--- src/rtl/instruction_fetch_controller.sv ---
// Fetch controller with a tagged line buffer: a hit gives the word 1 cycle after accept, a miss gives it 1 cycle after mem_valid.
// cpu_ready is low while a fill is outstanding or flush is high. IFC_PREFETCH_EN adds a next-line prefetch buffer.
module instruction_fetch_controller #(
    parameter int TIMEOUT_CYCLES = 64,
    parameter int CNT_W          = 16
) (
    input  logic              clock,
    input  logic              reset,
    input  logic              cpu_req,
    input  logic [31:0]       cpu_addr,
    output logic              cpu_ready,
    output logic              inst_valid,
    output logic [31:0]       instruction,
    input  logic              flush,
    output logic              mem_req,
    output logic [31:0]       mem_addr,
    input  logic              mem_valid,
    input  logic [127:0]      mem_line,
    output logic              fetch_error,
    output logic [CNT_W-1:0]  miss_count
);

    localparam int TW = $clog2(TIMEOUT_CYCLES + 1);

`ifdef IFC_PREFETCH_EN
    typedef enum logic [1:0] {S_IDLE = 2'd0, S_FILL = 2'd1, S_DRAIN = 2'd2, S_PREFETCH = 2'd3} state_t;
`else
    typedef enum logic [1:0] {S_IDLE = 2'd0, S_FILL = 2'd1, S_DRAIN = 2'd2} state_t;
`endif

    state_t         state, state_nxt;
    logic           d_valid;
    logic [27:0]    d_tag;
    logic [127:0]   d_line;
    logic [1:0]     word_sel;
    logic           drop;
    logic [TW-1:0]  tmo_cnt;

    logic           accept, d_hit, hit, timeout;
    logic [27:0]    req_tag;
    logic           unused_addr_bits;

`ifdef IFC_PREFETCH_EN
    logic           pf_valid;
    logic [27:0]    pf_tag;
    logic [127:0]   pf_line;
    logic           pf_hit, need_pf;
    logic [27:0]    next_tag;
`endif

    function automatic logic [31:0] pick(input logic [127:0] line, input logic [1:0] sel);
        return line[{sel, 5'b00000} +: 32];
    endfunction

    assign unused_addr_bits = &{1'b0, cpu_addr[1:0]};
    assign req_tag = cpu_addr[31:4];
    assign accept  = cpu_req && cpu_ready;
    assign d_hit   = d_valid && (d_tag == req_tag);
    assign timeout = (tmo_cnt == TW'(TIMEOUT_CYCLES - 1)) && !mem_valid;

`ifdef IFC_PREFETCH_EN
    assign pf_hit   = pf_valid && (pf_tag == req_tag);
    assign hit      = d_hit || pf_hit;
    // Tag arithmetic wraps mod 2^28, so the line after 0xFFFF_FFF0 is line 0.
    assign next_tag = mem_addr[31:4] + 28'd1;
    assign need_pf  = !(pf_valid && (pf_tag == next_tag));
`else
    assign hit      = d_hit;
`endif

    always_ff @(posedge clock) begin
        if (reset) state <= S_IDLE;
        else       state <= state_nxt;
    end

    always_comb begin
        state_nxt = state;
        case (state)
            S_IDLE: if (accept && !hit) state_nxt = S_FILL;
            S_FILL: begin
                if (mem_valid || timeout) begin
                    if (drop || flush) state_nxt = S_DRAIN;
`ifdef IFC_PREFETCH_EN
                    else if (mem_valid && need_pf) state_nxt = S_PREFETCH;
`endif
                    else state_nxt = S_IDLE;
                end
            end
            S_DRAIN: state_nxt = S_IDLE;
`ifdef IFC_PREFETCH_EN
            S_PREFETCH: if (mem_valid || timeout) state_nxt = S_IDLE;
`endif
            default: state_nxt = S_IDLE;
        endcase
    end

    always_comb begin
        cpu_ready = 1'b0;
        mem_req   = 1'b0;
        case (state)
            S_IDLE: cpu_ready = !reset && !flush;
            S_FILL: mem_req = 1'b1;
`ifdef IFC_PREFETCH_EN
            S_PREFETCH: mem_req = 1'b1;
`endif
            default: ;
        endcase
    end

    always_ff @(posedge clock) begin
        if (reset) begin
            d_valid     <= 1'b0;
            d_tag       <= '0;
            d_line      <= '0;
            word_sel    <= '0;
            drop        <= 1'b0;
            tmo_cnt     <= '0;
            inst_valid  <= 1'b0;
            instruction <= '0;
            mem_addr    <= '0;
            fetch_error <= 1'b0;
            miss_count  <= '0;
`ifdef IFC_PREFETCH_EN
            pf_valid    <= 1'b0;
            pf_tag      <= '0;
            pf_line     <= '0;
`endif
        end else begin
            inst_valid  <= 1'b0;
            fetch_error <= 1'b0;
            case (state)
                S_IDLE: begin
                    if (accept) begin
                        word_sel <= cpu_addr[3:2];
                        if (d_hit) begin
                            inst_valid  <= 1'b1;
                            instruction <= pick(d_line, cpu_addr[3:2]);
`ifdef IFC_PREFETCH_EN
                        end else if (pf_hit) begin
                            inst_valid  <= 1'b1;
                            instruction <= pick(pf_line, cpu_addr[3:2]);
                            d_valid     <= pf_valid;
                            d_tag       <= pf_tag;
                            d_line      <= pf_line;
                            pf_valid    <= d_valid;
                            pf_tag      <= d_tag;
                            pf_line     <= d_line;
`endif
                        end else begin
                            mem_addr <= {req_tag, 4'b0000};
                            tmo_cnt  <= '0;
                            drop     <= 1'b0;
                            if (miss_count != '1) miss_count <= miss_count + 1'b1;
                        end
                    end
                end
                S_FILL: begin
                    tmo_cnt <= tmo_cnt + 1'b1;
                    if (flush) drop <= 1'b1;
                    if (mem_valid) begin
                        if (!(drop || flush)) begin
                            d_line      <= mem_line;
                            d_tag       <= mem_addr[31:4];
                            d_valid     <= 1'b1;
                            inst_valid  <= 1'b1;
                            instruction <= pick(mem_line, word_sel);
`ifdef IFC_PREFETCH_EN
                            if (need_pf) begin
                                mem_addr <= {next_tag, 4'b0000};
                                tmo_cnt  <= '0;
                                pf_valid <= 1'b0;
                            end
`endif
                        end
                    end else if (timeout) begin
                        fetch_error <= 1'b1;
                    end
                end
`ifdef IFC_PREFETCH_EN
                S_PREFETCH: begin
                    tmo_cnt <= tmo_cnt + 1'b1;
                    if (flush) drop <= 1'b1;
                    if (mem_valid && !(drop || flush)) begin
                        pf_line  <= mem_line;
                        pf_tag   <= mem_addr[31:4];
                        pf_valid <= 1'b1;
                    end
                end
`endif
                default: ;
            endcase
            // Flush invalidates every buffer regardless of what the state logic did this edge.
            if (flush) begin
                d_valid <= 1'b0;
`ifdef IFC_PREFETCH_EN
                pf_valid <= 1'b0;
`endif
            end
        end
    end

endmodule

--- config.mk ---
export PLATFORM = sky130hd
export DESIGN_NAME = instruction_fetch_controller
export DESIGN_NICKNAME = d
export VERILOG_FILES = /design/src/rtl/instruction_fetch_controller.sv
export SDC_FILE = /design/constraint.sdc
export NUM_CORES = 1
export LEC_CHECK = 0
export BUFFER_PORTS_ARGS = -buffer_cell sky130_fd_sc_hd__buf_2
export CAP_MARGIN = 20
export CORE_MARGIN = 1
export CORE_UTILIZATION = 44
export CTS_CLUSTER_DIAMETER = 100
export DETAILED_ROUTE_END_ITERATION = 10
export PLACE_DENSITY = 0.76
export SLEW_MARGIN = 25
export SYNTH_ARGS = -nofsm -noshare
export SYNTH_HDL_FRONTEND = slang
export SYNTH_SLANG_ARGS = --single-unit
--- constraint.sdc ---
create_clock -name clock -period 2.2 [get_ports clock]
set_input_delay 0.22 -clock clock [delete_from_list [all_inputs] [get_ports clock]]
set_output_delay 0.22 -clock clock [all_outputs]
set_load 0.01 [all_outputs]
==> flow_summary.yaml, run 1 <==
outcome:
  outcome: "finished, violations left"
  violations: "negative setup slack"
sta:
  hold_ws_ns: 0.106
  fin_ws_ns: -0.0131
  max_freq_ghz: 0.452
  finalSetupTns_ns: -0.0131
  slew_headroom: 0.603
  rsz0062_at_grt: "true"
  period_share: 1.01
  fin_skew_ns: 0.00857
  setup_viol: 1
  fin_crit_ns: 2.21
  final_hold_viol_count: 0
  slew_violations: 0
  worstMarginPinSlew_ns: 0.596
floorplanning:
  die_h_um: 161
  dieArea_mm2: 0.0261
  initial_core_util: 0.455
  core_mm2: 0.0246
  fp-row-count: 57
  chipWidth_um: 161
  ios: 249
run:
  cap_violations: 0
pwr:
  ir_worst_vdd_v: 0.000520
  leakage_nw: 5.88
  totalPowerFinal_mw: 10.6
  p_per_area_mw_per_mm2: 683
synth:
  synth-seq-cells: 247
  ys_types: 42
  ys_seq_area_frac: 0.442
  synth_top_family_by_area: "simple AND/OR/NAND/NOR gates"
  synth-adder-area-share: 0.00224
  synth_compound_area_frac: 0.133
  ys_warn_count: 0
  synthSimpleGateAreaFrac: 0.182
  post_synth.cell_area_avg_um2: 8.99
  netlist_instances: 1244
  yosys.area_share.xor_xnor: 0.0274
  synthMuxAreaShare: 0.157
  mappedNetlistArea_mm2: 0.0112
worst_setup_path:
  required_ns: 2.60
  worstSetupEndpointType: "flip-flop"
  reg2reg_setup_slack_ns: 0.01
  regToRegStartpoint: "d_tag[6]$_SDFFE_PP0P_"
  cpMostUsedCell: "buf_4"
  startpoint: "cpu_addr[10]"
  reg2regPathDepth: 9
  cp_cell_sequence: "dlygate4sd3_1 -> buf_2 -> xnor2_2 -> nand4_1 -> buf_4 -> nor4_2 -> buf_4 -> a21oi_4 -> buf_12 -> mux2i_1 -> nor2_1"
  start_kind: "input pin"
  critical-path-top-delay-family: "buffers and inverters"
  cpPeakStageDelay_ns: 0.55
  crit_buf_inv: 5
  timing.rr.end: "mem_addr[27]$_SDFFE_PP0P_"
  crit_type: "input pin to flip-flop"
  crit_arrival_ns: 2.61
  cp_max_fo: 12
  critical-path-slowest-cell: "dlygate4sd3_1"
layout:
  final_cells: 1958
  drive_above_1_share: 0.262
  final_core_util: 0.634
  syn_to_final_growth_pct: 39.4
  post-route-cell-area_mm2: 0.0156
  finalNetCount: 1775
clock_tree:
  h-tree-depth: 1
  clk_pin_slew_ns: 0.06
  cts_tree: "built"
  numCtsBuffers: 28
  cts_buffer_depth: 3
  worstSkewPairLatency_ns: 0.54
  cts_root_buf: "clkbuf_16"
  cts.sinks: 247
global_route:
  overflow: 0
  antenna_found_initial: 4
  grt_pass1_vias: 10977
  track_usage: 0.268
  grt_start_max_net_pins: 243
  grt_pass1_wl_mm: 56.1
placement:
  port_buffers: 242
  gp_congestion: 0.847
  hpwl_mm: 20.0
  place_area_mm2: 0.0128
  place_ws_ns: 0.0493
  dp_cells: 1738
route:
  ant_nets: 0
  firstDrtPassIters: 6
  drt_first_iter_violations: 964
  wirelength_mm: 36.9
  drc: 0
  viasPerCell: 5.63
  num_vias: 11019
  wl_per_cell_um: 18.9
min_path:
  whs_path_depth: 4
  hold_end: "word_sel[0]$_SDFFE_PP0P_"
  hp-class: "input pin to flip-flop"
  worstHoldStart: "cpu_req"
-- cell families after synthesis --
logic type,count (synthesis)
buffers and inverters,141
other,1
DFF,247
xor gates and xnor gates,35
muxes,95
and+or+nand+nor,470
adders and majority gates,2
AOI/OAI and AO/OA,253
-- how the worst max path moves through the flow --
stage,end,slack [ns],depth (start not counted)
detailed placement,instruction[3]$_SDFFE_PP0P_,0.05,9
global placement,instruction[8]$_SDFFE_PP0P_,0.07,9
floorplan,miss_count[14]$_SDFFE_PP0P_,0.31,7
global route,mem_addr[24]$_SDFFE_PP0P_,-0.12,8
CTS,instruction[15]$_SDFFE_PP0P_,0.005,8
finish,mem_addr[27]$_SDFFE_PP0P_,-0.01,11
-- routing by layer --
| metal | GRT usage | up-vias | wire, µm |
|---|---|---|---|
| li1 | - | 5042 | - |
| met2 | 0.475 | 584 | 18700 |
| met4 | 0.137 | 0 | 1820 |
| met5 | 0 | - | 0 |
| met3 | 0.0452 | 173 | 2640 |
| met1 | 0.312 | 5220 | 13800 |
-- worst register-to-register path, stage by stage (launching register included) --
cell	delay, ns
dfxtp_1	0.34
xnor2_2	0.24
nand4_1	0.19
buf_4	0.19
nor4_2	0.27
buf_4	0.20
a21oi_4	0.13
buf_12	0.19
mux2i_1	0.22
nor2_1	0.08
-- cell usage after synthesis, drive strengths merged --
cell type    number  share of area
o31ai             2         0.0018
nand2b            1        0.00056
nor2b             1        0.00056
nand4            16         0.0089
a221oi           32          0.025
or3              12         0.0067
buf              47          0.025
conb              1        0.00034
a211oi           32          0.021
dfxtp           247           0.44
nor4b             1        0.00078
xnor2            30          0.023
o21ai            11         0.0049
mux2i            30          0.027
xor2              5         0.0039
nor3              4         0.0018
and4              2         0.0016
mux2              1         0.0010
and2             35          0.020
nand3             9         0.0040
nor4              8         0.0069
or2               1        0.00056
inv              34          0.011
nand2           328           0.11
o21bai            1        0.00067
nand4b            1        0.00078
a21o              1         0.0013
nor2             45          0.015
and3              3         0.0017
dlygate4sd1       1        0.00078
or4               1        0.00067
mux4             64           0.13
a21oi           174          0.078
nand3b            2         0.0013
clkbuf           59          0.020
ha                2         0.0022
-- cells in the final DEF (no fill, tap or decap), types with 12 or more instances in the layout --
cell and instances:
nand2_1 328, dfxtp_1 245, buf_2 241, a21oi_1 173
dlygate4sd3_1 158, mux4_2 64, nor2_1 45, inv_1 34
and2_1 33, mux2i_1 30, a211oi_1 29, clkbuf_16 29
a221oi_1 28, xnor2_1 21, buf_4 20, nand4_1 16
buf_12 16, or3_1 12
-- where the power goes --
group	switching, mW	internal, mW
Clock	1.91	3.13
Combinational	0.495	0.544
Sequential	0.0382	4.53
Total	2.44	8.21
-- repair_timing --
item	in CTS	in global routing
hold buffers	158	0
hold endpoints to repair	158	0
setup endpoints to repair	0	56
buffers inserted	0	4
resized for setup	0	20
-- state kept, by name, summed over array words and instances (netlist names) --
| register | count |
|---|---|
| d_line | 128 |
| d_tag | 28 |
| d_valid | 1 |
| drop | 1 |
| fetch_error | 1 |
| inst_valid | 1 |
| instruction | 32 |
| mem_addr | 28 |
| miss_count | 16 |
| state | 2 |
| tmo_cnt | 7 |
| word_sel | 2 |
-- cell type report --
cell class	instances	area (µm²)
Timing Repair Buffer	437	3300
Multi-Input combinational cell	860	5800
Sequential cell	247	4950
Antenna cell	5	12.5
Inverter	34	128
Clock inverter	15	219
Clock buffer	36	792
Tap cell	324	405
Fill cell	1853	9010
No activity file was read; power rests on OpenSTA's default activity.
==> inputs of run 2 (changes only) <==
--- a/config.mk
+++ b/config.mk
@@ -7,11 +7,11 @@
 export LEC_CHECK = 0
 export BUFFER_PORTS_ARGS = -buffer_cell sky130_fd_sc_hd__buf_2
 export CAP_MARGIN = 20
-export CORE_MARGIN = 1
 export CORE_UTILIZATION = 44
 export CTS_CLUSTER_DIAMETER = 100
 export DETAILED_ROUTE_END_ITERATION = 10
 export PLACE_DENSITY = 0.76
+export REMOVE_ABC_BUFFERS = 1
 export SLEW_MARGIN = 25
 export SYNTH_ARGS = -nofsm -noshare
 export SYNTH_HDL_FRONTEND = slang
==> flow_summary.yaml, run 2 (synthesis results as in run 1) <==
outcome:
  outcome: "completed"
layout:
  final_core_util: 0.625
  post-route-cell-area_mm2: 0.0154
  drive_above_1_share: 0.259
  layout_commonest_cell: "nand2_1"
  finalNetCount: 1773
  largest_register: "d_line"
  largest_register_ffs: 128
  final_cell_mix: "nand2_1 (328), dfxtp_1 (245), buf_2 (241), a21oi_1 (173), dlygate4sd3_1 (158)"
  final_cells: 1952
  seqCellArea_mm2: 0.00495
  fillers: 1882
  multi_input_area_mm2: 0.00578
  largest_registers: "d_line: 128 flops, instruction: 32 flops"
  syn_to_final_growth_pct: 37.4
placement:
  hpwl_mm: 19.4
  gp_congestion: 0.837
  place_area_mm2: 0.0128
  dp_cells: 1743
  port_buffers: 242
clock_tree:
  h-tree-depth: 1
  numCtsBuffers: 27
  worstSkewPairLatency_ns: 0.54
  cts.sinks: 247
  cts_setup_buffers: 0
  cts_buffer_depth: 3
  cts_tree: "built"
  clk_pin_slew_ns: 0.07
  cts_root_buf: "clkbuf_16"
global_route:
  overflow: 0
  grt_pass1_vias: 10750
  track_usage: 0.249
  antenna_found_initial: 1
  grt_pass1_wl_mm: 52.9
  grt_start_max_net_pins: 139
worst_setup_path:
  cp_max_fo: 32
  cpPeakStageDelay_ns: 0.35
  cp_cell_sequence: "xnor2_2 -> nand4_1 -> nor4_2 -> buf_4 -> nand3_2 -> buf_12 -> a221oi_1 -> a211oi_1"
  worstSetupEndpointType: "flip-flop"
  crit_type: "flip-flop to flip-flop"
  start_kind: "flip-flop"
  required_ns: 2.57
  crit_arrival_ns: 2.50
  critical-path-top-delay-family: "simple AND/OR/NAND/NOR gates"
  critical-path-slowest-cell: "dfxtp_1"
  crit_buf_inv: 2
sta:
  finalSetupTns_ns: 0
  max_freq_ghz: 0.468
  fin_crit_ns: 2.14
  setup_viol: 0
  worstMarginPinSlew_ns: 0.790
  fin_skew_ns: 0.0209
  final_hold_viol_count: 0
  slew_headroom: 0.474
  slew_violations: 0
  period_share: 0.971
floorplanning:
  fp-row-count: 57
  core_mm2: 0.0246
  initial_core_util: 0.455
  chipWidth_um: 161
  dieArea_mm2: 0.0261
  die_h_um: 161
  ios: 249
pwr:
  clkPwrFrac: 0.447
  p_per_area_mw_per_mm2: 656
  ir_worst_vdd_v: 0.000550
  leakage_nw: 5.75
  p_int_mw: 7.71
  power_frac_comb: 0.101
  sw_frac_of_total: 0.235
  power_switching_mw: 2.37
  power_frac_seq: 0.453
route:
  drt_first_iter_violations: 1218
  wirelength_mm: 34.5
  viasPerCell: 5.58
  wl_per_cell_um: 17.7
  num_vias: 10883
  firstDrtPassIters: 6
  drc: 0
  ant_nets: 0
min_path:
  hp-class: "input pin to flip-flop"
run:
  cap_violations: 0
[run 2: path summary, 6_finish.rpt]
kind	start	cells past startpoint	endpoint	slack [ns]
max	d_tag[22]$_SDFFE_PP0P_	8	instruction[9]$_SDFFE_PP0P_	0.06
min	cpu_req	4	word_sel[1]$_SDFFE_PP0P_	0.10
max reg2reg	d_tag[22]$_SDFFE_PP0P_	8	instruction[9]$_SDFFE_PP0P_	0.06
min reg2reg	d_line[92]$_SDFFE_PP0P_	2	d_line[92]$_SDFFE_PP0P_	0.45
[run 2: layout make-up]
class / count / area share
multi-input cells: 859 / 0.376
inverters: 34 / 0.00830
repair buffers: 437 / 0.209
diodes: 1 / 0.000163
well taps: 324 / 0.0264
flip-flops and latches: 247 / 0.322
clock inverters: 8 / 0.00521
clock buffers: 42 / 0.0528
[run 2: metal layers]
layer	vias up	GRT usage	wire (µm)
met5	-	0	0
li1	5025	-	-
met3	99	0.0521	3060
met1	5156	0.293	13200
met2	603	0.445	17200
met4	0	0.0892	1060
[run 2: timing repair]
item / in CTS / in global routing
endpoints found under the hold margin: 159 / 0
gates resized for setup: 0 / 20
hold buffers: 158 / 0
setup endpoints to repair: 0 / 34
[run 2: power by group through the flow]
stage | Sequential (mW) | Combinational (mW) | Clock (mW)
after floorplan | 4.68 | 0.290 | 0
after global placement | 4.66 | 0.740 | 0
after detailed placement | 4.66 | 0.748 | 0
after CTS | 4.56 | 0.971 | 4.59
after global routing | 4.57 | 1.07 | 4.76
final | 4.56 | 1.01 | 4.51
[run 2: per-stage QoR]
stage                     hold slack [ns]  power [mW]  worst slack (ns)
after floorplan                     0.289        4.97             -4.38
after global placement              0.439        5.40             0.110
after detailed placement            0.444        5.41            0.0609
after CTS                          0.0746        10.1            0.0448
after global routing                0.127        10.4           -0.0217
final                               0.101        10.1            0.0644
[run 2: worst register-to-register path: stages, from the launching register on]
cell,delay (ns)
dfxtp_1,0.35
xnor2_2,0.24
nand4_1,0.16
nor4_2,0.29
buf_4,0.15
nand3_2,0.10
buf_12,0.21
a221oi_1,0.36
a211oi_1,0.10
==> inputs of run 3 (changes only) <==
==> constraint.sdc (replaced) <==
create_clock -name clock -period 2.47 [get_ports clock]
set_input_delay 0.247 -clock clock [delete_from_list [all_inputs] [get_ports clock]]
set_output_delay 0.247 -clock clock [all_outputs]
set_load 0.01 [all_outputs]
==> flow_summary.yaml, run 3 (synthesis results as in run 1) <==
layout:
  final_cells: 1934
  num_antenna_cells: 0
  fillers: 1921
  layout_commonest_cell: "nand2_1"
  post-route-cell-area_mm2: 0.0151
  largest_register_ffs: 128
  syn_to_final_growth_pct: 34.6
  largest_register: "d_line"
  final_cell_mix: "nand2_1 (328), dfxtp_1 (245), buf_2 (241), a21oi_1 (173), dlygate4sd3_1 (156)"
  finalNetCount: 1758
  drive_above_1_share: 0.240
  largest_registers: "d_line: 128 flops, instruction: 32 flops"
floorplanning:
  ios: 249
  die_h_um: 161
  initial_core_util: 0.455
  dieArea_mm2: 0.0261
  chipWidth_um: 161
  core_mm2: 0.0246
  fp-row-count: 57
global_route:
  grt_pass1_wl_mm: 54.8
  grt_pass1_vias: 10804
  overflow: 0
  grt_start_max_net_pins: 106
  track_usage: 0.258
  antenna_found_initial: 0
worst_setup_path:
  crit_type: "input pin to flip-flop"
  regToRegStartpoint: "d_tag[17]$_SDFFE_PP0P_"
  required_ns: 2.84
  crit_arrival_ns: 2.73
  start_kind: "input pin"
  cp_cell_sequence: "dlygate4sd3_1 -> buf_2 -> xnor2_1 -> nand4_1 -> nor4_2 -> nand3_2 -> buf_4 -> a221oi_1 -> a211oi_1"
  cpPeakStageDelay_ns: 0.53
  critical-path-slowest-cell: "dlygate4sd3_1"
  cp_max_fo: 32
  worstSetupEndpointType: "flip-flop"
  reg2reg_setup_slack_ns: 0.14
  reg2regPathDepth: 7
  timing.rr.end: "instruction[8]$_SDFFE_PP0P_"
clock_tree:
  clk_pin_slew_ns: 0.06
  numCtsBuffers: 27
  cts_root_buf: "clkbuf_16"
  cts_buffer_depth: 3
  worstSkewPairLatency_ns: 0.54
  h-tree-depth: 1
  cts_tree: "built"
  cts.sinks: 247
sta:
  slew_headroom: 0.418
  period_share: 0.956
  fin_skew_ns: 0.0141
  worstMarginPinSlew_ns: 0.873
  rsz0062_at_grt: "false"
  slew_violations: 0
  setup_viol: 0
  max_freq_ghz: 0.423
  fin_crit_ns: 2.36
  final_hold_viol_count: 0
pwr:
  p_per_area_mw_per_mm2: 585
  ir_worst_vdd_v: 0.000554
  leakage_nw: 5.64
route:
  ant_nets: 0
  wirelength_mm: 34.4
  wl_met2_mm: 17.0
  wl_met1_mm: 13.6
  viasPerCell: 5.54
  drc: 0
  firstDrtPassIters: 6
  num_vias: 10712
  wl_met3_mm: 2.88
  wl_per_cell_um: 17.8
  routed.top_layer: "met4"
  drt_first_iter_violations: 1236
min_path:
  whs_path_depth: 3
  hp-class: "input pin to flip-flop"
  worstHoldStart: "cpu_addr[4]"
  hold_end: "mem_addr[4]$_SDFFE_PP0P_"
outcome:
  outcome: "completed"
placement:
  port_buffers: 242
  hpwl_mm: 19.3
  gp_congestion: 0.811
  place_area_mm2: 0.0127
  dp_cells: 1730
run:
  cap_violations: 0
[run 3: changes by cell type in the layout (fill, tap and decap cells not counted), moves of 2 or more]
cell	before	now
xnor2_1	23	30
clkinv_2	2	7
xnor2_2	7	0
buf_4	26	14
a221oi_2	8	0
and2_2	2	0
a211oi_1	29	32
clkinvlp_4	3	0
a211oi_2	3	0
clkbuf_8	8	4
a221oi_1	24	32
dlygate4sd3_1	158	156
[run 3: worst max-delay path, delay by kind of cell]
| family | cells | cell delay (ns) |
|---|---|---|
| AOI/OAI and AO/OA | 2 | 0.51 |
| xor gates and xnor gates | 1 | 0.28 |
| buffers and inverters | 3 | 1.00 |
| and+or+nand+nor | 3 | 0.66 |
[run 3: worst max-delay path by stage]
stage / endpoint / depth (start not counted) / start
2_1_floorplan: instruction[0]$_SDFFE_PP0P_ / 5 / state[1]$_SDFFE_PP0P_
3_3_place_gp: instruction[27]$_SDFFE_PP0P_ / 7 / cpu_addr[20]
3_5_place_dp: instruction[2]$_SDFFE_PP0P_ / 7 / cpu_addr[20]
4_1_cts: instruction[2]$_SDFFE_PP0P_ / 8 / cpu_addr[20]
5_1_grt: instruction[4]$_SDFFE_PP0P_ / 9 / cpu_addr[21]
6_report: instruction[8]$_SDFFE_PP0P_ / 9 / cpu_addr[21]
[run 3: repair_timing]
item	4_1_cts	5_1_grt
hold endpoints to repair	156	0
endpoints found under the setup margin	0	18
gates resized for setup	0	2
hold buffers	156	0
buffers inserted	0	0
[run 3: area by class of cell]
cell class,instances,area [µm²],area share
Multi-Input combinational cell,859,5670,0.376
Sequential cell,247,4950,0.328
Timing Repair Buffer,422,3080,0.205
Clock buffer,39,761,0.0505
Tap cell,324,405,0.0269
Inverter,34,128,0.00847
Clock inverter,9,73.8,0.00490
[run 3: per-stage QoR]
stage	util	setup slack, ns	hold slack (ns)	setup TNS [ns]	power [mW]
after floorplan	-	-4.11	0.316	-675.37	4.43
after global placement	0.515	0.263	0.439	0	4.81
after detailed placement	0.515	0.142	0.443	0	4.82
after CTS	0.612	0.128	0.00108	0	8.85
after global routing	0.612	0.0165	0.0504	0	9.08
final	0.612	0.108	0.0404	0	8.81
[run 3: metal layers]
metal / up-vias / global-route usage
met1: 5018 / 0.306
met2: 588 / 0.457
met4: 0 / 0.0918
li1: 4996 / -
met5: - / 0
met3: 110 / 0.0568
[run 3: power by group]
group / total [mW] / leakage (nW) / switching, mW / internal (mW)
logic: 0.886 / 3.23 / 0.421 / 0.465
clock network: 3.86 / 0.417 / 1.63 / 2.23
registers: 4.07 / 1.99 / 0.0356 / 4.03
